--- config.mk ---
export PLATFORM = sky130hd
export DESIGN_NAME = rotary_entry_controller_flat
export DESIGN_NICKNAME = d
export VERILOG_FILES = /design/src/rtl/rotary_entry_controller_if.sv /design/src/rtl/rotary_entry_controller.sv /design/src/flat_wrapper.sv
export SDC_FILE = /design/constraint.sdc
export NUM_CORES = 1
export LEC_CHECK = 0
export CORE_MARGIN = 10
export CORE_UTILIZATION = 51
export CTS_CLUSTER_DIAMETER = 60
export DETAILED_ROUTE_END_ITERATION = 10
export PLACE_DENSITY = 0.84
export SETUP_SLACK_MARGIN = 0.3
export SLEW_MARGIN = 15
export SYNTH_ARGS = -nofsm -noshare
export SYNTH_HDL_FRONTEND = slang
export SYNTH_SLANG_ARGS = --single-unit
--- constraint.sdc ---
create_clock -name clk -period 7.1 [get_ports clk]
set_input_delay 1.775 -clock clk [delete_from_list [all_inputs] [get_ports clk]]
set_output_delay 1.775 -clock clk [all_outputs]
set_load 0.02 [all_outputs]
--- src/rtl/rotary_entry_controller_if.sv ---
// Storage-port bundle between the rotary entry controller and a register or
// memory port: two-phase read and write handshakes plus shared address/data.
interface rotary_entry_controller_if #(
  parameter int unsigned DATA_W = 8,
  parameter int unsigned ADDR_W = 4
);
  logic              rdReq;
  logic              rdAck;
  logic [DATA_W-1:0] rdData;
  logic              wrReq;
  logic              wrAck;
  logic [ADDR_W-1:0] addr;
  logic [DATA_W-1:0] value;

  // Controller side: issues requests, drives address and write data.
  modport master (
    output rdReq,
    output wrReq,
    output addr,
    output value,
    input  rdAck,
    input  rdData,
    input  wrAck
  );

  // Storage side: answers requests.
  modport slave (
    input  rdReq,
    input  wrReq,
    input  addr,
    input  value,
    output rdAck,
    output rdData,
    output wrAck
  );
endinterface

--- src/rtl/rotary_entry_controller.sv ---
// Rotary entry controller: turns debounced rotary-encoder pulses into a
// select-address / read / edit-value / write cycle on a storage port.
// All outputs come straight from registers; mode equals the FSM state code.
module rotary_entry_controller #(
  parameter int unsigned DATA_W = 8,
  parameter int unsigned ADDR_W = 4
) (
  input  logic                  clk,
  input  logic                  reset,
  input  logic                  right,
  input  logic                  left,
  input  logic                  down,
  output logic [1:0]            mode,
  rotary_entry_controller_if.master port
);

  typedef enum logic [1:0] {
    ST_SELECT = 2'd0,
    ST_READ   = 2'd1,
    ST_EDIT   = 2'd2,
    ST_WRITE  = 2'd3
  } state_e;

  state_e            state_q, state_d;
  logic [ADDR_W-1:0] addr_q, addr_d;
  logic [DATA_W-1:0] value_q, value_d;
  logic              rd_req_q, rd_req_d;
  logic              wr_req_q, wr_req_d;

  // A rotation counts only when exactly one direction pulses and no press
  // arrives in the same cycle (a press takes priority over rotation).
  logic rot_up;
  logic rot_dn;
  assign rot_up = right & ~left & ~down;
  assign rot_dn = left & ~right & ~down;

  // Next-state, address/value update and request generation.
  always_comb begin
    state_d = state_q;
    addr_d  = addr_q;
    value_d = value_q;
    unique case (state_q)
      ST_SELECT: begin
        if (down) begin
          state_d = ST_READ;
        end else if (rot_up) begin
          addr_d = addr_q + ADDR_W'(1);
        end else if (rot_dn) begin
          addr_d = addr_q - ADDR_W'(1);
        end
      end
      ST_READ: begin
        if (port.rdAck) begin
          value_d = port.rdData;
          state_d = ST_EDIT;
        end
      end
      ST_EDIT: begin
        if (down) begin
          state_d = ST_WRITE;
        end else if (rot_up) begin
          value_d = value_q + DATA_W'(1);
        end else if (rot_dn) begin
          value_d = value_q - DATA_W'(1);
        end
      end
      ST_WRITE: begin
        // Auto-advance so consecutive locations can be entered quickly.
        if (port.wrAck) begin
          addr_d  = addr_q + ADDR_W'(1);
          state_d = ST_SELECT;
        end
      end
      default: state_d = ST_SELECT;
    endcase
    // Requests are registered copies of the upcoming state, so they rise
    // with the state change and drop in the cycle after the ack.
    rd_req_d = (state_d == ST_READ);
    wr_req_d = (state_d == ST_WRITE);
  end

  // State and output registers with synchronous reset.
  always_ff @(posedge clk) begin
    if (reset) begin
      state_q  <= ST_SELECT;
      addr_q   <= '0;
      value_q  <= '0;
      rd_req_q <= 1'b0;
      wr_req_q <= 1'b0;
    end else begin
      state_q  <= state_d;
      addr_q   <= addr_d;
      value_q  <= value_d;
      rd_req_q <= rd_req_d;
      wr_req_q <= wr_req_d;
    end
  end

  assign mode       = state_q;
  assign port.rdReq = rd_req_q;
  assign port.wrReq = wr_req_q;
  assign port.addr  = addr_q;
  assign port.value = value_q;

endmodule

--- src/flat_wrapper.sv ---
// flat-port wrapper written by rule: the top's interface ports become plain ports
module rotary_entry_controller_flat 
#(
  parameter int unsigned DATA_W = 8,
  parameter int unsigned ADDR_W = 4
)
  (clk, reset, right, left, down, mode, port_rdReq, port_wrReq, port_addr, port_value, port_rdAck, port_rdData, port_wrAck);
  rotary_entry_controller_if #(.DATA_W(DATA_W), .ADDR_W(ADDR_W)) port_i ();
  input  logic clk;
  input  logic reset;
  input  logic right;
  input  logic left;
  input  logic down;
  output logic [1:0] mode;
  output wire logic [$bits(port_i.rdReq)-1:0] port_rdReq;
  output wire logic [$bits(port_i.wrReq)-1:0] port_wrReq;
  output wire logic [$bits(port_i.addr)-1:0] port_addr;
  output wire logic [$bits(port_i.value)-1:0] port_value;
  input wire logic [$bits(port_i.rdAck)-1:0] port_rdAck;
  input wire logic [$bits(port_i.rdData)-1:0] port_rdData;
  input wire logic [$bits(port_i.wrAck)-1:0] port_wrAck;
  assign port_rdReq = port_i.rdReq;
  assign port_wrReq = port_i.wrReq;
  assign port_addr = port_i.addr;
  assign port_value = port_i.value;
  assign port_i.rdAck = port_rdAck;
  assign port_i.rdData = port_rdData;
  assign port_i.wrAck = port_wrAck;
  rotary_entry_controller #(.DATA_W(DATA_W), .ADDR_W(ADDR_W)) u_core (.clk(clk), .reset(reset), .right(right), .left(left), .down(down), .mode(mode), .port(port_i));
endmodule
-- Yosys cells after proc, flatten, opt, wreduce, memory -nomap -nowiden
Index checks and enable logic that the tools add are counted.
- flip-flop bits (word level): 16
- input port bits: 15
- output and inout port bits: 16
- logic and storage cells: 47
- add/sub/neg operators: 4
- eq/ne operators: 11
- muxes and demuxes: 15
- bitwise gates (word level): 7
- reduce and logical (&&, ||, !) cells: 5
- operators with widths (operator ; number):
    $mux 8 ; 4
    $mux 4 ; 4
    $pmux 8 s2 ; 1
    $add 8x1->8 const B ; 1
    $mux 2 ; 4
    $ne 2x2->1 const B ; 4
    $pmux 2 s4 ; 1
    $pmux 4 s2 ; 1
    $reduce_and 4->1 ; 2
    $sub 8x1->8 const B ; 1
    $eq 2x2->1 const B ; 3
    $ne 3x1->1 const B ; 2
    $add 4x1->4 const B ; 1
    $and 1x1->1 ; 4
    $eq 2x1->1 const B ; 2
    $reduce_bool 2->1 ; 2
    $sub 4x1->4 const B ; 1
    $not 1->1 ; 3
    $logic_not 2->1 ; 1

-- Longest topological paths before layout
- depth after elaboration: 7
- depth in mapped cells: 8
- mapped depth without buffers: 8

-- Worst setup path before layout
No wires, ideal clock.
- kind: in2reg
- from: input down
- to: register u_core.value_q[6], in the netlist u_core.port.value[6]
- library setup time: 0.129 ns
- data arrival time: 3.594 ns
- data required time: 6.971 ns
- setup slack: 3.378 ns
- stages: 8
- buffers on the path: 0
- cell sequence: nor3b_1 -> inv_1 -> fa_1 -> a211oi_1 -> o21bai_1 -> a21oi_1 -> xor2_1 -> a31oi_1
- word-level cells in the longest chain between the ends: 5
- elaborated cells on any way between the ends: 9
- classes of those cells: eq/ne: 2; mux: 3; bitwise: 3; reduce/logical: 1
- ends and longest elaborated chain (item ; RTL line ; RTL):
    start, declared ; flat_wrapper.sv:13 ; input logic down;
    $not 1->1 ; rotary_entry_controller.sv:34, rotary_entry_controller.sv:35 ;
    $and 1x1->1 ; rotary_entry_controller.sv:34 ; assign rot_up = right & ~left & ~down;
    $mux 8 ; rotary_entry_controller.sv:61 ; end else if (rot_up) begin
    $mux 8 ; rotary_entry_controller.sv:59 ; if (down) begin
    $pmux 8 s2 ; rotary_entry_controller.sv:42 ; unique case (state_q)
    end signal, assigned ; rotary_entry_controller.sv:93 ; value_q <= value_d;
    end, declared ; rotary_entry_controller.sv:26 ; logic [DATA_W-1:0] value_q, value_d;
Parallel ways exist; a longest one is shown, timed or not. The select of a mux whose other input is x is not followed.
A chain may end at the register's enable or synchronous reset.

-- Worst setup path after layout
- from: input down
- to: register u_core.value_q[5], in the netlist u_core.port.value[5]
The elaborated chain is that of the path after synthesis.

==> metrics.md <==
| Metric | Value |
|---|---|
| Status | `complete, no violations` |
| Gate Count Post-Synth | `128` |
| GRT Total Usage | `12.5%` |
| Vias in the first global route | `1,020` |
| CTS root buffer | `clkbuf_4` |
| Worst path arrival time | `4.58 ns` |
| Distinct cells, synth | `37` |
| Cell Area, Synth | `1140 um2` |
| Static leakage | `0.594 nW` |
| Clock Latency Late Sink | `about 0.30 ns` |
| RSZ-0062 raised after global routing | `false` |
| Grt ovf | `0` |
| Post_cts resized | `0` |
| CP required | `7.31 ns` |
| Setup Crit Path Kind | `in2reg` |
| I/O pin total | `31` |
| WL final | `2670 um` |
| Peak supply drop | `0.244 mV` |
| CTS clk-pin slew, worst paths | `0.09 ns` |
| Count of final setup violators | `0` |
| Std cell rows | `17` |
| Fmax | `229 MHz` |
| Synth Register Bits | `16` |
| DIE WIDTH | `a little under 70 um` |
| Crit. Startpoint | `down` |
| H-tree Lvls | `1` |
| HPWL after DPL | `2060 um` |
| Setup Skew | `between 0.007 and 0.008 ns` |
| Critical path endpoint category | `register` |
| CTS buffer count | `3` |
| Antenna cells | `0` |
| Layout cell share with drive strength beyond 1 | `5.03%` |
| DIE AREA | `~4500 um2` |
| Max_slew headroom | `between 50% and 60%` |
| CTS Hold Bufs | `0` |
| Nets | `190` |
| WL per Instance | `14.3 um` |
| Hold slack | `0.518 ns` |
| Mapped Nets | `about 160` |
| Ys async rst share | `0%` |
| PD cells | `454 nW/um2` |
| Initial antenna violation count | `0` |
| Clock buffer depth | `2` |
| P&R area growth vs syn | `31.2%` |
| Post-CTS setup buffers | `0` |
| Post-DR vias/cell | `5.58` |
| RePlAce Congestion | `0.937` |
| CTS Sinks | `16` |
| Initial Utilization | `52.5%` |
| Fin Setup TNS | `0 ns` |
| DRC | `0` |
| Filler Cell Count | `187` |
| Hold Path Class | `reg2reg` |
| Crit share post-route | `61.6%` |
| Startpoint types | `input port` |
| Post-synth EDFFs | `0` |
| Final Max Slew Viols | `0` |
| RR Endpoint | `u_core.port.value[7]` |
| Register Area | `320 um2` |
| Non-Filler Instances | `187` |
| Worst-margin pin slew | `a little under 0.7 ns` |
| Syn_area_per_cell | `8.90 um2` |
| Tmin final | `4.37 ns` |
| CTS tree | `built` |
| Vias | `1,043` |
| Maxcap violations | `0` |
| Worst-path fanout max | `8` |
| Port bufs | `30` |
| Cell Count Post-Placement | `roughly 180` |
| Hold Vio Cnt, Final | `0` |
| RR Startpoint | `u_core.mode[0]` |
| Crit path to | `u_core.port.value[5]` |
| Iteration-0 DRC count of the detailed router | `35` |
| Largest net degree at the start of global routing | `17` |
| Die height | `67.3 um` |
| DRT Pass-1 Iters | `4` |
| Placeable core region | `2170 um2` |
| Synth warn | `0` |
| First-pass GRT wire length | `4500 um` |
| R2r worst-path depth | `5` |
| FF-to-FF setup slack | `5.11 ns` |
| Ys flop type | `dfxtp_1` |
| Sequential element share of the synthesized area | `roughly 28%` |
| Multi-input gate area | `between 700 and 800 um2` |
| ANT nets after route | `0` |
-- worst min path at each step --
stage                               startpoint                    to  depth (start not counted)
after global routing       u_core.port.addr[3]   u_core.port.addr[3]                          2
after detailed placement   u_core.port.addr[3]   u_core.port.addr[3]                          2
final                      u_core.port.addr[3]   u_core.port.addr[3]                          2
after floorplan           u_core.port.value[3]  u_core.port.value[3]                          2
after CTS                  u_core.port.addr[3]   u_core.port.addr[3]                          2
after global placement     u_core.port.addr[3]   u_core.port.addr[3]                          2
-- stage by stage --
| step | instance area [um2] | total power, mW | util [%] | setup slack (ns) |
|---|---|---|---|---|
| after floorplan | 1140 | 0.494 | - | 3.38 |
| after global placement | 1460 | 0.602 | 67.2 | 2.63 |
| after detailed placement | 1460 | 0.615 | 67.2 | 2.43 |
| after CTS | 1490 | 0.681 | 68.9 | 2.72 |
| after global routing | 1490 | 0.742 | 68.9 | 2.49 |
| final | 1490 | 0.678 | 68.9 | 2.73 |
-- state kept, by name (all words and copies together), names as in the netlist --
| name | flops |
|---|---|
| u_core.mode | 2 |
| u_core.port.addr | 4 |
| u_core.port.rdReq | 1 |
| u_core.port.value | 8 |
| u_core.port.wrReq | 1 |
-- cell type report --
class                      instances  share of cell area (%)
multi-input combinational        102                    51.9
sequential                        16                    21.4
timing repair buffer              30                    20.1
clock buffer                       4                    2.43
tap                               28                    2.35
inverter                           7                    1.76
-- logic make-up after synthesis --
logic type | count (synthesis) | synth area share [%]
xor+xnor | 11 | 8.46
mux | 6 | 5.27
fa+ha+maj | 15 | 17.1
simple gates | 31 | 13.3
buf+inv | 10 | 3.74
flops | 16 | 28.1
compound gates | 39 | 24.0
-- Yosys cell counts (2+ instances only) --
cell | number | area share (%)
dfxtp_1 | 16 | 28
nor2_1 | 16 | 5.3
ha_1 | 14 | 15
a21oi_1 | 8 | 3.5
xnor2_1 | 8 | 6.2
inv_1 | 7 | 2.3
o21ai_0 | 7 | 3.1
a211oi_1 | 6 | 4.0
mux2i_1 | 6 | 5.3
a21o_1 | 3 | 2.0
a31oi_1 | 3 | 1.6
nor3_1 | 3 | 1.3
xor2_1 | 3 | 2.3
a311oi_1 | 2 | 1.5
nand2_1 | 2 | 0.66
nand2b_1 | 2 | 1.1
o211ai_1 | 2 | 1.3
-- critical path, cell delays in order --
cell and delay (ns):
clkdlybuf4s50_1 0.47, nor3b_1 0.60, inv_1 0.33, ha_1 0.46, o211ai_1 0.11, o21ai_0 0.31, xor2_1 0.19, mux2i_1 0.09
a211oi_1 0.24
-- cell usage in the layout, fill, tap and decap left out, types with 2 or more instances in the layout --
master / netlist / layout
a211oi_1: 6 / 6
a21o_1: 3 / 3
a21oi_1: 8 / 8
a311oi_1: 2 / 2
a31oi_1: 3 / 3
clkbuf_4: 0 / 3
clkdlybuf4s50_1: 0 / 30
dfxtp_1: 16 / 16
ha_1: 14 / 14
inv_1: 7 / 7
mux2i_1: 6 / 6
nand2_1: 2 / 2
nand2b_1: 2 / 2
nor2_1: 16 / 16
nor3_1: 3 / 3
o211ai_1: 2 / 2
o21ai_0: 7 / 7
xnor2_1: 8 / 8
xor2_1: 3 / 3
-- layer usage --
layer / track usage, % / up-vias / routed length (um)
met1: 14.0 / 473 / 1160
met2: 20.5 / 35 / 1220
met3: 4.63 / 7 / 238
met5: 0 / - / 0
met4: 5.90 / 0 / 59
li1: - / 528 / -
-- power breakdown --
group          switching (mW)  internal [mW]  total [mW]
logic                   0.247          0.211       0.459
registers              0.0325          0.124       0.157
clock network          0.0309         0.0313      0.0622
total                   0.311          0.367       0.678
Note: power is estimated with default switching activity, not from simulation.
